[config.mk]
export PLATFORM = sky130hd
export DESIGN_NAME = qspi_phase_sequencer
export DESIGN_NICKNAME = d
export VERILOG_FILES = /design/src/rtl/qspi_phase_sequencer.sv
export SDC_FILE = /design/constraint.sdc
export NUM_CORES = 1
export LEC_CHECK = 0
export BUFFER_PORTS_ARGS = -buffer_cell sky130_fd_sc_hd__buf_2
export CAP_MARGIN = 25
export CORE_MARGIN = 3
export CORE_UTILIZATION = 40
export DETAILED_ROUTE_END_ITERATION = 12
export PLACE_DENSITY = 0.69
export SLEW_MARGIN = 20
export SYNTH_ARGS = -nofsm -noshare
export SYNTH_HDL_FRONTEND = slang
export SYNTH_SLANG_ARGS = --single-unit
[constraint.sdc]
create_clock -name clk -period 5.24 [get_ports clk]
set_input_delay 0 -clock clk [delete_from_list [all_inputs] [get_ports clk]]
set_output_delay 0 -clock clk [all_outputs]
set_load 0.005 [all_outputs]
[src/rtl/qspi_phase_sequencer.sv]
// QSPI transaction phase sequencer: CMD -> [ADDR] -> [DUMMY] -> [DATA xN] -> [CS_HOLD] -> DONE.
// Optional CS_HOLD phase is enabled by defining QSPI_SEQ_CS_HOLD_EN.
module qspi_phase_sequencer #(
    parameter int MAX_BYTES      = 8,
    parameter int CS_HOLD_CYCLES = 2,
    parameter int BW             = $clog2(MAX_BYTES + 1)
) (
    input  logic          clk,
    input  logic          rst,
    input  logic          start,
    input  logic          abort,
    input  logic          addr_en,
    input  logic          cmd_quad,
    input  logic          addr_quad,
    input  logic          data_quad,
    input  logic [4:0]    dummy_cycles,
    input  logic [BW-1:0] data_bytes,
    input  logic          cnt_done,
    output logic          cnt_start,
    output logic [4:0]    cnt_target,
    output logic          cs_n,
    output logic [2:0]    phase,
    output logic          quad,
    output logic [BW-1:0] byte_idx,
    output logic          busy,
    output logic          done
);

    typedef enum logic [2:0] {
        S_IDLE    = 3'd0,
        S_CMD     = 3'd1,
        S_ADDR    = 3'd2,
        S_DUMMY   = 3'd3,
        S_DATA    = 3'd4,
        S_CS_HOLD = 3'd5,
        S_DONE    = 3'd6
    } state_t;

    state_t        state;
    state_t        nxt;
    state_t        after_cmd;
    state_t        after_addr;
    state_t        after_dummy;
    state_t        after_data;

    logic          cfg_cmd_quad;
    logic          cfg_addr_en;
    logic          cfg_addr_quad;
    logic          cfg_data_quad;
    logic [4:0]    cfg_dummy;
    logic [BW-1:0] cfg_bytes;

    logic          cmd_q;
    logic          last_byte;
    logic [4:0]    dummy_len;
    logic [4:0]    nxt_target;
    logic          nxt_quad;
    logic          nxt_counted;

    // Configuration is captured on the accepted start and held for the whole transaction.
    always_ff @(posedge clk) begin
        if (state == S_IDLE && start) begin
            cfg_cmd_quad  <= cmd_quad;
            cfg_addr_en   <= addr_en;
            cfg_addr_quad <= addr_quad;
            cfg_data_quad <= data_quad;
            cfg_dummy     <= dummy_cycles;
            cfg_bytes     <= data_bytes;
        end
    end

`ifdef QSPI_SEQ_CS_HOLD_EN
    assign after_data = S_CS_HOLD;
`else
    assign after_data = S_DONE;
`endif
    assign after_dummy = (cfg_bytes != '0) ? S_DATA : after_data;
    assign after_addr  = (cfg_dummy != 5'd0) ? S_DUMMY : after_dummy;
    assign after_cmd   = cfg_addr_en ? S_ADDR : after_addr;

    // CMD is entered straight from IDLE, before the latched copy is valid.
    assign cmd_q     = (state == S_IDLE) ? cmd_quad : cfg_cmd_quad;
    assign last_byte = (byte_idx == BW'(cfg_bytes - 1'b1));
    assign dummy_len = (cfg_dummy == 5'd1) ? 5'd2 : cfg_dummy;

    always_comb begin
        nxt = state;
        case (state)
            S_IDLE:    if (start) nxt = S_CMD;
            S_CMD:     if (cnt_done) nxt = after_cmd;
            S_ADDR:    if (cnt_done) nxt = after_addr;
            S_DUMMY:   if (cnt_done) nxt = after_dummy;
            S_DATA:    if (cnt_done && last_byte) nxt = after_data;
            S_CS_HOLD: if (cnt_done) nxt = S_DONE;
            S_DONE:    nxt = S_IDLE;
            default:   nxt = S_IDLE;
        endcase
        if (abort) nxt = S_IDLE;
    end

    always_comb begin
        nxt_target  = 5'd0;
        nxt_quad    = 1'b0;
        nxt_counted = 1'b1;
        case (nxt)
            S_CMD: begin
                nxt_target = cmd_q ? 5'd2 : 5'd8;
                nxt_quad   = cmd_q;
            end
            S_ADDR: begin
                nxt_target = cfg_addr_quad ? 5'd6 : 5'd24;
                nxt_quad   = cfg_addr_quad;
            end
            S_DUMMY:   nxt_target = dummy_len;
            S_DATA: begin
                nxt_target = cfg_data_quad ? 5'd2 : 5'd8;
                nxt_quad   = cfg_data_quad;
            end
            S_CS_HOLD: nxt_target = 5'(CS_HOLD_CYCLES);
            default:   nxt_counted = 1'b0;
        endcase
    end

    // Outputs are registered from the next state so they line up with the state register.
    always_ff @(posedge clk) begin
        if (rst) begin
            state      <= S_IDLE;
            cs_n       <= 1'b1;
            cnt_start  <= 1'b0;
            cnt_target <= 5'd0;
            quad       <= 1'b0;
            byte_idx   <= '0;
            busy       <= 1'b0;
            done       <= 1'b0;
        end else begin
            state      <= nxt;
            cs_n       <= ~nxt_counted;
            cnt_start  <= nxt_counted;
            cnt_target <= nxt_target;
            quad       <= nxt_quad;
            busy       <= (nxt != S_IDLE);
            done       <= (nxt == S_DONE);
            if (nxt == S_IDLE)
                byte_idx <= '0;
            else if (state == S_DATA && cnt_done && !last_byte)
                byte_idx <= byte_idx + 1'b1;
        end
    end

    assign phase = state;

endmodule

==> results.md, run 1 <==
* Most frequent cells after synthesis: dfxtp_1 (17), nor2_1 (14), edfxtp_1 (13)
* CTS tree: built
* Routed Antenna Nets at 0
* Routed vias at 1,212
* WP data arrival at 2500 ps
* Clock slew at reported path FFs at roughly 90 ps
* Synth area leaders: edfxtp_1 (27%), dfxtp_1 (23%), nor2_1 (3.6%)
* DRC errors left at 0
* Setup crit start kind: flip-flop
* Post-Route WL at slightly below 3000 um
* Leakage power total at 0.809 nW
* Post-synthesis sequential area ratio at 50.2%
* Worst setup path end: cnt_target[1]
* RD Place Congestion at 0.917
* Synth Flop Type: dfxtp_1
* Die Ht at 66.3 um
* 1st-pass router iterations at 4
* Required time worst endpoint at 5450 ps
* Initial cell density of the core at 42.6%
* Worst Tran Pin Value at 723 ps
* Total grt overflow at 0
* DR vias/cell at 5.20
* Post-CTS Hold Buffers at 15
* Pwr Density at between 200 and 250 nW/um^2
* Outcome: finished clean
* Post-Syn Nets at 153
* Hold Path Class: in -> reg
* CORE AREA at 3420 um^2
* Number of primary I/O pins at 35
* Clk sink count at 30
* Reg2reg end: cnt_target[1]
* Number of diodes at 0
* Design Area, Final at roughly 1900 um^2
* Register-to-register setup slack at 2950 ps
* XOR/XNOR share of the synthesized area at 6.36%
* Skew final at 7.36 ps
* Vias in the first global route at 1,139
* Slew Limit Fails at 0
* Final Setup Violations at 0
* Root Buffer: clkbuf_4
* Setup crit start: cfg_bytes[0]
* Cell taking the most area after synthesis: edfxtp_1
* Multi-input gate area at between 600 and 700 um^2
* Clk buf depth at 2
* R2r worst-path depth at 8
* Worst slew margin at 51.2%
* Die ar. at about 4400 um^2
* Max VDD drop at 0.000133 V
* Fillers at about 300
* Tcrit/Tclk final at 43.7%
* Crit. End Element: flip-flop
* Number of CTS-inserted buffers at 5
* Max Fanout on Critical Path at 7
* Number of H-tree levels at 2
* Fin. Hold Viols at 0
* Synth Cell Area at 1460 um^2
* Post-synth top area share at 26.8%
* RSZ-0062 raised after global routing: false
* Clock latency at the later pin of the worst-skew pair at 330 ps
* Post-DP HPWL at 2150 um
* Final min period at between 2000 and 2500 ps
* IO Port Bufs at 34
* Number of max-cap violations at 0
* Register area at between 700 and 800 um^2
* Share of layout cells above drive strength 1 at 28.9%
* Final Net Count at 206
* Post-synthesis mux area share at approximately 2.1%
* Post-Synth Simple-Gate Area at approximately a fifth
* WS Path Type: reg -> reg
* Area grow syn2layout at 29.0%
* Die width at 66.3 um
* Post-Syn Instances at 133
* Synth Register Bits at 30
* Resize count post-CTS at 0
* Setup bufs post-CTS at 0
* FMAX at 437 MHz
* R2R Path Start: cfg_bytes[0]
* Wire length per cell at 12.8 um
* Ys async rst share at 0%
* # rows at 21
* Mean post-synth cell area at 10.9 um^2
* First-pass GRT wire length at 4960 um
* Top-count cell post-synth: dfxtp_1
* Yosys warning count at 0
* Initial antenna violation count at 0
* Unique masters post-synth at 47
* Placed Area at 1680 um^2
* Largest family of logic cells by synthesized area: simple AND/OR/NAND/NOR gates
* Tot GR Track Use at 15.3%
* Post-route setup TNS at 0 ps
* Compound-Gate Fraction of Synth Area at 15.6%
* EDFF count, synth at 13
* Largest net degree at the start of global routing at 14
* Synth Area in Adders at 1.72%
* Initial DRC count at a little over 60
per-stage QoR:
| stage | instances | hold slack (ps) | utilization, % | total power [W] | setup WS [ps] |
|---|---|---|---|---|---|
| finish | 233 | 288 | 54.9 | 0.000453 | 2950 |
| global route | 233 | 281 | 54.9 | 0.000478 | 2810 |
| CTS | 233 | 282 | 54.9 | 0.000456 | 2950 |
| detailed placement | 210 | 179 | 49.1 | 0.000326 | 2980 |
| global placement | 210 | 177 | 49.1 | 0.000325 | 3040 |
| floorplan | 133 | 72.4 | - | 0.000306 | 2300 |
kinds of logic after synthesis:
| family | count (synthesis) |
|---|---|
| xor+xnor | 9 |
| buf+inv | 11 |
| flops | 30 |
| fa+ha+maj | 2 |
| mux | 3 |
| simple gates | 52 |
| compound gates | 26 |
layer usage:
layer | track usage, % | part of all wire, %
met1 | 17.7 | 44
met3 | 5.10 | 6.2
met2 | 24.3 | 48
met4 | 8.88 | 2.5
met5 | 0 | 0
report_power, final:
| group | switching (W) | total (W) | internal, W |
|---|---|---|---|
| Combinational | 0.0000320 | 0.0000653 | 0.0000334 |
| Clock | 0.0000723 | 0.000123 | 0.0000502 |
| Sequential | 0.00000868 | 0.000265 | 0.000256 |
critical path: stages, from the launching register on:
cell      delay, ps
edfxtp_1        400
inv_1            60
ha_1            230
xnor3_1         280
nand3_1          80
or4_1           530
and2_4          240
o311ai_1        260
a21oi_1         100
placed cells by master, fill, tap and decap left out, types with 3 or more instances in the layout:
cell,Yosys,final
a21oi_1,6,6
buf_2,4,34
clkbuf_4,0,5
dfxtp_1,17,17
dlygate4sd3_1,0,15
edfxtp_1,13,13
inv_1,6,6
mux2i_1,3,3
nand2_1,6,6
nand2b_1,4,4
nand3_1,6,6
nor2_1,14,14
nor3_1,3,3
o21ai_0,3,3
xnor2_1,4,4
xor2_1,4,4
sequential cells by signal, summed over array words and instances (netlist names):
| name | count |
|---|---|
| quad | 1 |
| phase | 3 |
| cnt_start | 1 |
| cfg_dummy | 5 |
| cfg_cmd_quad | 1 |
| cfg_data_quad | 1 |
| cs_n | 1 |
| cfg_bytes | 4 |
| cfg_addr_quad | 1 |
| cfg_addr_en | 1 |
| done | 1 |
| cnt_target | 5 |
| byte_idx | 4 |
| busy | 1 |
worst min path at each step:
stage,startpoint,end,slack [ps],cells after the start
finish,start,cfg_dummy[3],290,3
global route,start,cfg_data_quad,280,3
CTS,start,cfg_cmd_quad,280,3
detailed placement,data_bytes[0],cfg_bytes[0],180,1
global placement,addr_quad,cfg_addr_quad,180,1
floorplan,rst,phase[2],70,1
area by class of cell:
cell class / count / area share (%)
clock buffers: 6 / 2.20
clock inverters: 2 / 0.467
inverters: 7 / 1.40
multi-input cells: 92 / 36.5
flip-flops and latches: 30 / 38.9
well taps: 46 / 3.07
repair buffers: 50 / 17.5
Power figures use the tool's default switching activity.
==> run 2: changes to the inputs <==
- ABC_AREA: unset -> 1
- PLACE_DENSITY: 0.69 -> 0.68
- clock period: 5.24 -> 2.2 ns (I/O delays scaled with it)
==> run 2 against run 1 <==
- global-route usage increased by 0.82 points
- maximum frequency is 23% higher
- total power grew to 2.7 times the previous value
==> results.md, run 2 <==
* Setup crit start kind: flip-flop
* Post-synth top area share at 25.8% (-1.0 points)
* CORE AREA at 3490 um^2 (+2.3%)
* Most frequent cells in the layout: nand2_1 (40), buf_2 (34), inv_1 (24)
* Synth Register Bits at 30 (unchanged)
* Switching power at 0.000284 W (+150%)
* Setup crit start: cfg_bytes[0]
* Commonest non-fill, non-tap cell in the layout: nand2_1
* Die ar. at 4550 um^2 (+3.5%)
* Initial antenna violation count at 0 (unchanged)
* Largest net degree at the start of global routing at 14 (unchanged)
* Area grow syn2layout at 29.2%
* Leakage power total at 0.983 nW (+22%)
* Share of layout cells above drive strength 1 at 28.0% (-0.86 points)
* Worst slew margin at 64.1% (+13 points)
* RD Place Congestion at 0.840 (-8.4%)
* Clk sink count at 30 (unchanged)
* Required time worst endpoint at 2370 ps (-3080 ps)
* Number of primary I/O pins at 35 (unchanged)
* Number of CTS-inserted buffers at 5 (unchanged)
* Initial DRC count at 32 (-48%)
* Root Buffer: clkbuf_8
* Skew final at 6.47 ps (-0.898 ps)
* Fillers at 333 (+7.8%)
* Synth Cell Area at 1510 um^2 (+3.9%)
* Clk buf depth at 2 (unchanged)
* Vias in the first global route at 1,262 (+11%)
* Ys async rst share at 0% (unchanged)
* Total grt overflow at 0 (unchanged)
* Clock slew at reported path FFs at 60 ps (-30 ps)
* Post-Route WL at 3070 um (+3.1%)
* Design Area, Final at 1950 um^2 (+4.1%)
* Number of max-cap violations at 0 (unchanged)
* Tcrit/Tclk final at 84.8% (+41 points)
* Post-Syn Nets at 198 (+29%)
* Internal at 0.000920 W (+170%)
* Outcome: finished clean
* DR vias/cell at 4.65 (-11%)
* Tot GR Track Use at 16.1% (+0.82 points)
* Placed Area at 1730 um^2 (+3.3%)
* Post-DP HPWL at 2280 um (+5.9%)
* Number of H-tree levels at 2 (unchanged)
* Mean post-synth cell area at 8.49 um^2 (-22%)
* Initial cell density of the core at 43.3% (+0.65 points)
* Comb power frac at 11.5% (-2.9 points)
* Sw Ratio at 23.6% (-1.4 points)
* Clk pwr share at 36.9% (+9.8 points)
* DRC errors left at 0 (unchanged)
* Die width at 67.5 um (+1.7%)
* Hold path start: abort
* EDFF count, synth at 13 (unchanged)
* Pwr Density at 617 nW/um^2 (+160%)
* Wire length per cell at 11.0 um (-14%)
* 1st-pass router iterations at 4 (unchanged)
* # rows at 21 (unchanged)
* Final min period at 1870 ps (-423 ps)
* Final Net Count at 251 (+22%)
* Post-route setup TNS at 0 ps (unchanged)
* Crit. End Element: flip-flop
* Slew Limit Fails at 0 (unchanged)
* Die Ht at 67.5 um (+1.7%)
* Cell taking the most area after synthesis: edfxtp_1
* FMAX at 536 MHz (+23%)
* Max Fanout on Critical Path at 6 (-1)
* Routed Antenna Nets at 0 (unchanged)
* Post-synthesis sequential area ratio at 48.3% (-1.9 points)
* Yosys warning count at 0 (unchanged)
* Fin. Hold Viols at 0 (unchanged)
* Final std cells w/o fill at 278 (+19%)
* CTS tree: built
* WS Path Type: reg -> reg
* WP data arrival at 2040 ps (-460 ps)
* Clock latency at the later pin of the worst-skew pair at 280 ps (-50 ps)
* First-pass GRT wire length at 5340 um (+7.6%)
* Sequential power share at 51.6% (-6.9 points)
* R2R Path Start: cfg_bytes[0]
* Worst hold margin at 42.2 ps (-246 ps)
* Number of diodes at 0 (unchanged)
* Setup bufs post-CTS at 0 (unchanged)
* Final Setup Violations at 0 (unchanged)
* Unique masters post-synth at 30 (-36%)
* IO Port Bufs at 34 (unchanged)
* RSZ-0062 raised after global routing: false
* Post-Syn Instances at 178 (+34%)
* Routed vias at 1,293 (+6.7%)
* Top-count cell post-synth: nand2_1
* Synth Flop Type: dfxtp_1
* Top flop regs: cfg_dummy x5, cnt_target x5
* Most frequent cells after synthesis: nand2_1 (40), inv_1 (24), nor2_1 (18)
* Max VDD drop at 0.000437 V (+230%)
* Placed cells at 257 (+22%)
* Hold Path Class: in -> reg
* Worst Tran Pin Value at 539 ps (-184 ps)
* Synth area leaders: edfxtp_1 (26%), dfxtp_1 (23%), nand2_1 (9.9%)
[run 2: changes by cell type after synthesis, moves of 4 or more]
cell,previous run,this run
nand2_1,6,40
inv_1,6,24
nand3_1,6,16
nand2_2,0,5
buf_2,4,0
inv_2,1,5
nand2b_1,4,0
nand4_1,1,5
nor2_1,14,18
[run 2: final timing paths]
kind,slack (ps),end,depth (start not counted)
worst max register to register,330,cs_n,12
worst min-delay path,40,quad,4
worst max-delay path,330,cs_n,12
worst min register to register,530,byte_idx[1],2
[run 2: power groups by stage]
| stage | logic, W | registers [W] | clock network, W |
|---|---|---|---|
| CTS | 0.000140 | 0.000622 | 0.000462 |
| global route | 0.000157 | 0.000624 | 0.000490 |
| global placement | 0.000120 | 0.000633 | 0 |
| floorplan | 0.0000829 | 0.000632 | 0 |
| detailed placement | 0.000122 | 0.000634 | 0 |
| finish | 0.000139 | 0.000621 | 0.000445 |
[run 2: area by class of cell]
class / count / area, um^2 / area share, %
tap: 46 / 57.6 / 2.95
multi-input combinational: 118 / 664 / 34.0
clock buffer: 7 / 86.3 / 4.42
clock inverter: 1 / 5.00 / 0.256
sequential: 30 / 731 / 37.4
inverter: 29 / 109 / 5.57
timing repair buffer: 47 / 300 / 15.4
[run 2: critical path: stages (launching register included)]
cell,delay (ps)
edfxtp_1,400
inv_1,100
ha_1,240
xor2_1,130
nand2_1,70
nor2_1,130
nand3_1,90
nand2_2,110
nand2_4,100
nor2_4,130
nor3_4,80
a21oi_2,150
inv_2,30
[run 2: cells by family (layout without fill, tap and decap cells)]
| kind of cell | after synthesis | count (layout) | synth area share [%] |
|---|---|---|---|
| muxes | 1 | 1 | 0.662 |
| and+or+nand+nor | 103 | 103 | 36.0 |
| AOI/OAI and AO/OA | 7 | 7 | 2.73 |
| DFF | 30 | 30 | 48.3 |
| xor gates and xnor gates | 5 | 5 | 2.90 |
| adders and majority gates | 2 | 2 | 1.66 |
| buffers and inverters | 30 | 84 | 7.70 |
[run 2: layer usage]
metal / vias up / global-route usage, % / wire (um)
met2: 26 / 26.7 / 1450
li1: 680 / - / -
met1: 581 / 18.5 / 1400
met3: 6 / 5.32 / 148
met5: - / 0 / 0
met4: 0 / 7.59 / 65
[run 2: repair_timing]
item                                   CTS  global route
endpoints found under the hold margin   13             0
hold buffers                            13             0
gates resized for setup                  0             0
[run 2: metrics by stage]
stage	setup WS [ps]	power (W)	utilization [%]
4_1_cts	311	0.00122	55.9
6_report	334	0.00120	55.9
3_5_place_dp	331	0.000755	49.6
2_1_floorplan	477	0.000714	-
3_3_place_gp	391	0.000753	49.6
5_1_grt	112	0.00127	55.9
